==> src/rtl/io_input_conditioner.sv <==
// Purpose : synchronize, polarity-correct and debounce raw board inputs into the
//           In_devices vector; selected channels become sticky rising-edge flags
//           that are cleared when the processor reads that channel's I/O address.
// Latency : raw change stable before edge N reaches db at edge N+1+DB_CYCLES;
//           edge_pulse one edge later; sticky flag one edge after edge_pulse.
// Backpressure: none; flags hold events until rd_ack addresses the channel.
//
// Ports:
//   clk        - system clock
//   rst_n      - asynchronous active-low reset
//   raw_in     - asynchronous board pins, one per channel
//   rd_ack     - one-cycle pulse, processor completed an I/O read
//   rd_adr     - channel index of that read (indices >= NUM_CH ignored)
//   In_devices - conditioned level (or sticky flag for latched channels)
//   edge_pulse - one-cycle strobe per debounced 0->1 transition
module io_input_conditioner #(
  parameter int                NUM_CH          = 32,
  parameter int                DB_CYCLES       = 500000,
  parameter int                CNT_W           = 19,
  parameter logic [NUM_CH-1:0] ACTIVE_LOW_MASK = '0,
  parameter logic [NUM_CH-1:0] LATCH_MASK      = '0
) (
  input  logic              clk,
  input  logic              rst_n,
  input  logic [NUM_CH-1:0] raw_in,
  input  logic              rd_ack,
  input  logic [4:0]        rd_adr,
  output logic [NUM_CH-1:0] In_devices,
  output logic [NUM_CH-1:0] edge_pulse
);

  localparam logic [CNT_W-1:0]  CNT_MAX = CNT_W'(DB_CYCLES - 1);
  localparam logic [NUM_CH-1:0] ONE_HOT = NUM_CH'(1);

  logic [NUM_CH-1:0] s1_q, s2_q;
  logic [NUM_CH-1:0] lvl;
  logic [NUM_CH-1:0] db_q, db_d;
  logic [NUM_CH-1:0] db_dly_q;
  logic [NUM_CH-1:0] edge_q, edge_d;
  logic [NUM_CH-1:0] flag_q, flag_d;
  logic [NUM_CH-1:0] clr;
  logic [CNT_W-1:0]  cnt_q [NUM_CH];
  logic [CNT_W-1:0]  cnt_d [NUM_CH];

  // Synchronized pins corrected so that 1 always means "active".
  assign lvl = s2_q ^ ACTIVE_LOW_MASK;

  // A read address beyond the channel count shifts the bit out entirely.
  assign clr = rd_ack ? (ONE_HOT << rd_adr) : '0;

  always_comb begin
    db_d = db_q;
    for (int i = 0; i < NUM_CH; i++) begin
      cnt_d[i] = '0;
      if (lvl[i] == db_q[i]) begin
        // Any return to the accepted level restarts the persistence count.
        cnt_d[i] = '0;
      end else if (cnt_q[i] == CNT_MAX) begin
        db_d[i]  = lvl[i];
        cnt_d[i] = '0;
      end else begin
        cnt_d[i] = cnt_q[i] + CNT_W'(1);
      end
    end
  end

  // Delayed copy of db gives a registered rising-edge strobe.
  assign edge_d = db_q & ~db_dly_q;

  // Set has priority over clear so an edge landing on the read is not lost.
  assign flag_d = (LATCH_MASK & edge_q) | (flag_q & ~clr);

  always_ff @(posedge clk or negedge rst_n) begin
    if (!rst_n) begin
      s1_q     <= ACTIVE_LOW_MASK;
      s2_q     <= ACTIVE_LOW_MASK;
      db_q     <= '0;
      db_dly_q <= '0;
      edge_q   <= '0;
      flag_q   <= '0;
      for (int i = 0; i < NUM_CH; i++) begin
        cnt_q[i] <= '0;
      end
    end else begin
      s1_q     <= raw_in;
      s2_q     <= s1_q;
      db_q     <= db_d;
      db_dly_q <= db_q;
      edge_q   <= edge_d;
      flag_q   <= flag_d;
      for (int i = 0; i < NUM_CH; i++) begin
        cnt_q[i] <= cnt_d[i];
      end
    end
  end

  // Pure register selection; the mask is a constant so no logic path from inputs.
  assign In_devices = (LATCH_MASK & flag_q) | (~LATCH_MASK & db_q);
  assign edge_pulse = edge_q;

endmodule
==> config.mk <==
export PLATFORM = sky130hd
export DESIGN_NAME = io_input_conditioner
export DESIGN_NICKNAME = d
export VERILOG_FILES = /design/src/rtl/io_input_conditioner.sv
export SDC_FILE = /design/constraint.sdc
export NUM_CORES = 1
export LEC_CHECK = 0
export CAP_MARGIN = 10
export CORE_MARGIN = 5
export CORE_UTILIZATION = 55
export DETAILED_ROUTE_END_ITERATION = 8
export GPL_TIMING_DRIVEN = 0
export PLACE_DENSITY = 0.72
export SYNTH_ARGS = -nofsm -noshare
export SYNTH_HDL_FRONTEND = slang
export SYNTH_SLANG_ARGS = --single-unit
export TNS_END_PERCENT = 10
==> constraint.sdc <==
create_clock -name clk -period 2.7 [get_ports clk]
set_input_delay 0.54 -clock clk [delete_from_list [all_inputs] [get_ports clk]]
set_output_delay 0.54 -clock clk [all_outputs]
set_load 0.02 [all_outputs]
==> metrics.cfg, run 1 <==
[route]
route.detailed.drc = 0
vias = 24700
wl_per_cell_um = 14.1
routed_wl_um = 63200
drtPass1Iterations = 5
via_per_inst = 5.51
drt-initial-drc-count = 1467
ant_nets = 0

[timing]
slew_headroom = 0.431
slew_violations = 0
worstMarginPinSlew_ps = 854
clock_skew_ps = 22.0
finalSetupViolCount = 0
clock.fmax_mhz = 425
setup_tns_ps = 0
worst_hold_slack_ps = 340
hold_viol = 0
rsz0062_at_grt = no
timing.final.crit_period_ps = 2350
fin_crit_sh = 0.872

[place]
place.gp.congestion = 0.825
placedCellCount = 4340
port_buffers = 97
dpl.hpwl_um = 41200

[power_and_ir_drop]
seq_power_share = 0.480
switchingPower_w = 0.00510
p_int_w = 0.0196
power.total_w = 0.0247
ir_drop_mv = 0.542
netSwitchingFraction = 0.207
clkPwrFrac = 0.490
leakagePower_nw = 16.3
p_comb_frac = 0.030
p_per_area_mw_per_mm2 = 611

[final_layout]
final_cell_mix = dfrtp_1 (768), nor2_1 (499), xnor2_1 (264)
final_core_util = 0.639
layout.nets = 3650
fillers = 5028
antennaDiodeCount = 0
drive_gt1_frac = 0.0783
final_common_cell = dfrtp_1
area_growth_syn_to_layout_pct = 14.7
final_cells = 4488

[critical_path]
cp_max_fo = 10
cp_data_arrival_time_ps = 2810
cp_top_family = compound AO/OA/AOI/OAI gates
critical-path-max-stage-delay_ps = 580
crit_slowest_cell = o21ai_1
cp-start-kind = register
cp.required_ps = 3160
cp.buffers_inverters = 1
crit_type = register to register
crit_path_end_kind = register
crit_chain = ha_1, and4_1, nand2_1, o21ai_1, clkbuf_1, nor2_1

[clocking]
cts_buffers = 81
cts_sinks = 768
cts_resized = 0
path_clk_slew_ps = 60
insertion_delay_ps = 610
root_buffer = clkbuf_16
cts_tree = yes
h-tree-depth = 3
cts_buffer_depth = 3

[logic_synthesis]
synth_cells = 3391
synth_flop_cell = dfrtp_1
ys_seq_area_frac = 0.546
postSynthAreaPerCell_um2 = 10.4
synthesis.nets = 3463
synthArstFlopShare = 1.00
synth-edff-count = 0
syn_area_mm2 = 0.0352
ys_ff_latch = 768
yosys_warnings = 0
netlist-cell-type-count = 47

[floorplanning]
design.core.area_mm2 = 0.0632
die_area_mm2 = 0.0692
fp.dieH_um = 263
die_x_um = 263
io_pins = 104
rows = 92
initial_utilization = 0.557

[global_route]
grt_pass1_vias = 24100
track_usage = 0.182
grt_max_degree = 125
grt_pass1_wl_um = 112000
globalRouteOverflowTotal = 0
antenna_found_initial = 1

[hold_path]
hold_path.class = register to register

[status]
status = complete, no violations

[job]
drv_cap = 0

flip-flops by register name (all words and copies together), names as in the netlist:
register / flops
lvl: 32
edge_pulse: 32
cnt_q: 608
s1_q: 32
db_dly_q: 32
In_devices: 32
cell families (layout without fill, tap and decap cells):
group,after synthesis,count (layout),share of synthesized area
mux,32,32,0.0102
flops,768,768,0.546
simple gates,1633,1633,0.247
buf+inv,173,424,0.0206
compound gates,322,322,0.0573
fa+ha+maj,32,32,0.0114
xor+xnor,431,431,0.107
path summary, 6_finish.rpt:
kind                               to  cells after the start  slack (ps)  startpoint
max                        cnt_q[521]                      6         350  cnt_q[513]
min                           lvl[11]                      0         340    s1_q[11]
min in group asynchronous  cnt_q[321]                      2         550       rst_n
max in group asynchronous  cnt_q[381]                      4         470       rst_n
max reg2reg                cnt_q[521]                      6         350  cnt_q[513]
min reg2reg                   lvl[11]                      0         340    s1_q[11]
power by group through the flow:
stage,registers (W),clock network [W],logic (W)
detailed placement,0.0120,0,0.000762
finish,0.0118,0.0121,0.000737
CTS,0.0118,0.0125,0.000770
global route,0.0118,0.0129,0.000872
global placement,0.0121,0,0.000686
floorplan,0.0120,0,0.000359
worst reg2reg max path, stage by stage (launching register included):
cell and delay, ps:
dfrtp_1 400, ha_1 250, and4_1 320, nand2_1 130, o21ai_1 580, clkbuf_1 420
nor2_1 110
per-layer routing:
| metal | global-route usage | wire length [um] |
|---|---|---|
| met2 | 0.291 | 29100 |
| met3 | 0.0355 | 2230 |
| met4 | 0.0433 | 1150 |
| met5 | 0 | 0 |
| met1 | 0.263 | 30600 |
through the flow:
step | worst slack [ps] | cell area, um^2
4_1_cts | 350 | 40400
3_3_place_gp | -33280 | 37200
3_5_place_dp | 320 | 37400
6_report | 346 | 40400
2_1_floorplan | 666 | 35200
5_1_grt | 130 | 40400
cell type report:
cell class,instances,area (um^2),share of cell area
plain buffers,67,328,0.00812
clock buffers,120,2460,0.0610
clock inverters,27,500,0.0124
inverters,106,398,0.00986
multi-input cells,2450,15300,0.378
flip-flops and latches,768,19200,0.476
well taps,846,1060,0.0262
repair buffers,104,1150,0.0285
synth_stat cells (all sizes together), types with 4 or more instances:
cell type / instances / area, um^2
o31ai: 70 / 594
buf: 30 / 189
nor2b: 35 / 219
or3: 113 / 707
o21ai: 98 / 618
a21oi: 145 / 726
nand3: 199 / 996
inv: 106 / 398
or3b: 4 / 35.0
or4b: 31 / 310
nor4bb: 9 / 90.1
mux2: 32 / 360
o41ai: 4 / 35.0
or4: 97 / 747
nand4: 152 / 1040
nor3: 76 / 380
xnor2: 264 / 2310
and4: 38 / 333
nand2: 189 / 709
and3: 16 / 100
nor4b: 15 / 131
clkbuf: 37 / 139
or2: 19 / 119
nor2: 499 / 1870
nor4: 88 / 551
nand3b: 9 / 67.6
dfrtp: 768 / 19200
xor2: 167 / 1460
ha: 32 / 400
and2: 38 / 238
timing repair:
action / 4_1_cts / 5_1_grt
endpoints found under the hold margin: 15 / 0
buffers inserted: 0 / 0
hold buffers: 1 / 0
No activity file was read; power rests on OpenSTA's default activity.
==> inputs of run 2 (changes only) <==
--- a/config.mk
+++ b/config.mk
@@ -9,6 +9,7 @@
 export CORE_MARGIN = 5
 export CORE_UTILIZATION = 55
 export DETAILED_ROUTE_END_ITERATION = 8
+export GPL_ROUTABILITY_DRIVEN = 0
 export GPL_TIMING_DRIVEN = 0
 export PLACE_DENSITY = 0.72
 export SYNTH_ARGS = -nofsm -noshare
==> results of run 2 <==
No change in the layout: final DEF, timing and power equal those of run 1.
==> inputs of run 3 (changes only) <==
--- a/config.mk
+++ b/config.mk
@@ -7,11 +7,10 @@
 export LEC_CHECK = 0
 export CAP_MARGIN = 10
 export CORE_MARGIN = 5
-export CORE_UTILIZATION = 55
+export CORE_UTILIZATION = 30
 export DETAILED_ROUTE_END_ITERATION = 8
 export GPL_ROUTABILITY_DRIVEN = 0
-export GPL_TIMING_DRIVEN = 0
-export PLACE_DENSITY = 0.72
+export PLACE_DENSITY = 0.45
 export SYNTH_ARGS = -nofsm -noshare
 export SYNTH_HDL_FRONTEND = slang
 export SYNTH_SLANG_ARGS = --single-unit
==> constraint.sdc (replaced) <==
create_clock -name clk -period 2.77 [get_ports clk]
set_input_delay 0.554 -clock clk [delete_from_list [all_inputs] [get_ports clk]]
set_output_delay 0.554 -clock clk [all_outputs]
set_load 0.02 [all_outputs]
==> run 3 against run 2 <==
- hold slack worse by 13 ps
- clock skew down 5.2 ps
- utilization down 28 points
- sequential share of layout area down 1.6 points
- setup slack better by 16 ps
- sequential power about the same
- global-route usage down 6.7 points
- final area up 3.5%
- clock-buffer cell count up 12
- critical path depth down 5
- critical endpoint is now In_devices[7]
==> metrics.cfg, run 3 (synthesis results as in run 1) <==
[final_layout]
final_common_cell = dfrtp_1
finalInstanceArea_mm2 = 0.0418  ; +3.5%
largest_reg_flops = 608  ; unchanged
final_cell_mix = dfrtp_1 (768), nor2_1 (499), xnor2_1 (264)
fillers = 11800  ; +130%
largest-register = cnt_q
final_core_util = 0.359  ; -0.280
final_cells = 5188  ; +16%
antennaDiodeCount = 0  ; unchanged
drive_gt1_frac = 0.0950  ; +0.0167
area_growth_syn_to_layout_pct = 18.7
layout.nets = 3659  ; +0.25%

[route]
drt-initial-drc-count = 1242  ; -15%
drtPass1Iterations = 5  ; unchanged
wl_per_cell_um = 13.7  ; -2.6%
route.detailed.drc = 0  ; unchanged
via_per_inst = 4.75  ; -14%
vias = 24600  ; -0.34%
routed_wl_um = 71100  ; +13%
ant_nets = 0  ; unchanged

[critical_path]
cp.required_ps = 2220  ; -940 ps
cp_top_family = buffers and inverters
reg2reg_slack_ps = 510  ; +160 ps
cp.buffers_inverters = 1  ; unchanged
crit_path_start = In_devices[7]
reg2reg_depth = 4  ; -2
crit_chain = clkdlybuf4s50_1
cp-start-kind = register
crit_path_end_kind = output pin
cp-endpoint = In_devices[7]
crit_slowest_cell = clkdlybuf4s50_1
critical-path-max-stage-delay_ps = 750  ; +170 ps
r2r_start = cnt_q[239]
cp.depth = 1  ; -5
cp_data_arrival_time_ps = 1850  ; -960 ps
cp_max_fo = 5  ; -5
rr_endpoint = cnt_q[234]
crit_type = register to output pin

[global_route]
grt_pass1_vias = 24500  ; +1.6%
grt_max_degree = 64  ; -49%
antenna_found_initial = 2  ; +1
grt_pass1_wl_um = 125000  ; +11%
globalRouteOverflowTotal = 0  ; unchanged
track_usage = 0.115  ; -0.0671

[hold_path]
hold_path.class = input pin to register

[floorplanning]
io_pins = 104  ; unchanged
fp.dieH_um = 353  ; +34%
die_area_mm2 = 0.124  ; +80%
initial_utilization = 0.302  ; -0.254
design.core.area_mm2 = 0.116  ; +84%
rows = 125  ; +36%
die_x_um = 353  ; +34%

[timing]
worstMarginPinSlew_ps = 654  ; -200 ps
fin_crit_sh = 0.869
hold_viol = 0  ; unchanged
rsz0062_at_grt = no
clock.fmax_mhz = 415
slew_violations = 0  ; unchanged
clock_skew_ps = 16.8  ; -5.22 ps
finalSetupViolCount = 0  ; unchanged
timing.final.crit_period_ps = 2410
setup_tns_ps = 0  ; unchanged
slew_headroom = 0.564  ; +0.133

[clocking]
cts_tree = yes
h-tree-depth = 3  ; unchanged
insertion_delay_ps = 660  ; +50 ps
cts_resized = 0  ; unchanged
cts_sinks = 768  ; unchanged
cts_buffer_depth = 3  ; unchanged
path_clk_slew_ps = 60  ; about the same
root_buffer = clkbuf_16
cts_buffers = 95  ; +17%

[job]
drv_cap = 0  ; unchanged

[power_and_ir_drop]
leakagePower_nw = 16.7  ; +2.1%
ir_drop_mv = 0.395  ; -27%
p_per_area_mw_per_mm2 = 614  ; +0.51%

[place]
placedCellCount = 5013  ; +16%
dpl.hpwl_um = 45800  ; +11%
dpl_cell_area_mm2 = 0.0384  ; +2.6%
port_buffers = 97  ; unchanged

[status]
status = complete, no violations

[run 3: changes by cell type in the layout (fill, tap and decap cells not counted), sizes merged]
cell,previous run,this run
buf,37,69
bufinv,14,15
clkbuf,157,132
clkinv,9,18
clkinvlp,3,4
inv,107,111
[run 3: where the power goes]
part | internal [W] | total, W | switching, W
registers | 0.0114 | 0.0115 | 0.000146
logic | 0.000246 | 0.000759 | 0.000514
clock network | 0.00838 | 0.0134 | 0.00498
[run 3: area by class of cell]
cell class              instances  area [um^2]  share of cell area
multi-input cells            2450        15300               0.365
flip-flops and latches        768        19200               0.460
well taps                    1524         1910              0.0456
repair buffers                166         1600              0.0382
inverters                     106          398             0.00952
clock inverters                42          648              0.0155
clock buffers                 132         2770              0.0662
[run 3: worst min-delay path by stage]
stage | end | cells after the start | from
floorplan | In_devices[0] | 0 | rst_n
global placement | lvl[31] | 0 | s1_q[31]
detailed placement | lvl[13] | 0 | s1_q[13]
CTS | s1_q[20] | 1 | raw_in[20]
global route | s1_q[20] | 1 | raw_in[20]
finish | s1_q[20] | 1 | raw_in[20]
[run 3: per-stage QoR]
stage          hold WS (ps)  total power [W]  worst slack, ps
2_1_floorplan           258           0.0120              736
3_3_place_gp            332           0.0125              497
3_5_place_dp            335           0.0125              487
4_1_cts                 247           0.0263              251
5_1_grt                 263           0.0269              205
6_report                327           0.0257              362
[run 3: routing by layer]
layer | global-route usage | vias up | wire, um
met2 | 0.178 | 226 | 31100
met4 | 0.0322 | 4 | 1710
li1 | - | 12400 | -
met1 | 0.163 | 11900 | 35600
met5 | 0 | - | 34
met3 | 0.0268 | 110 | 2650
[run 3: what timing repair did]
action                                 in CTS  in global routing
hold buffers                                1                  0
buffers inserted                            0                  0
setup endpoints to repair                   0                  0
endpoints found under the hold margin      20                  0
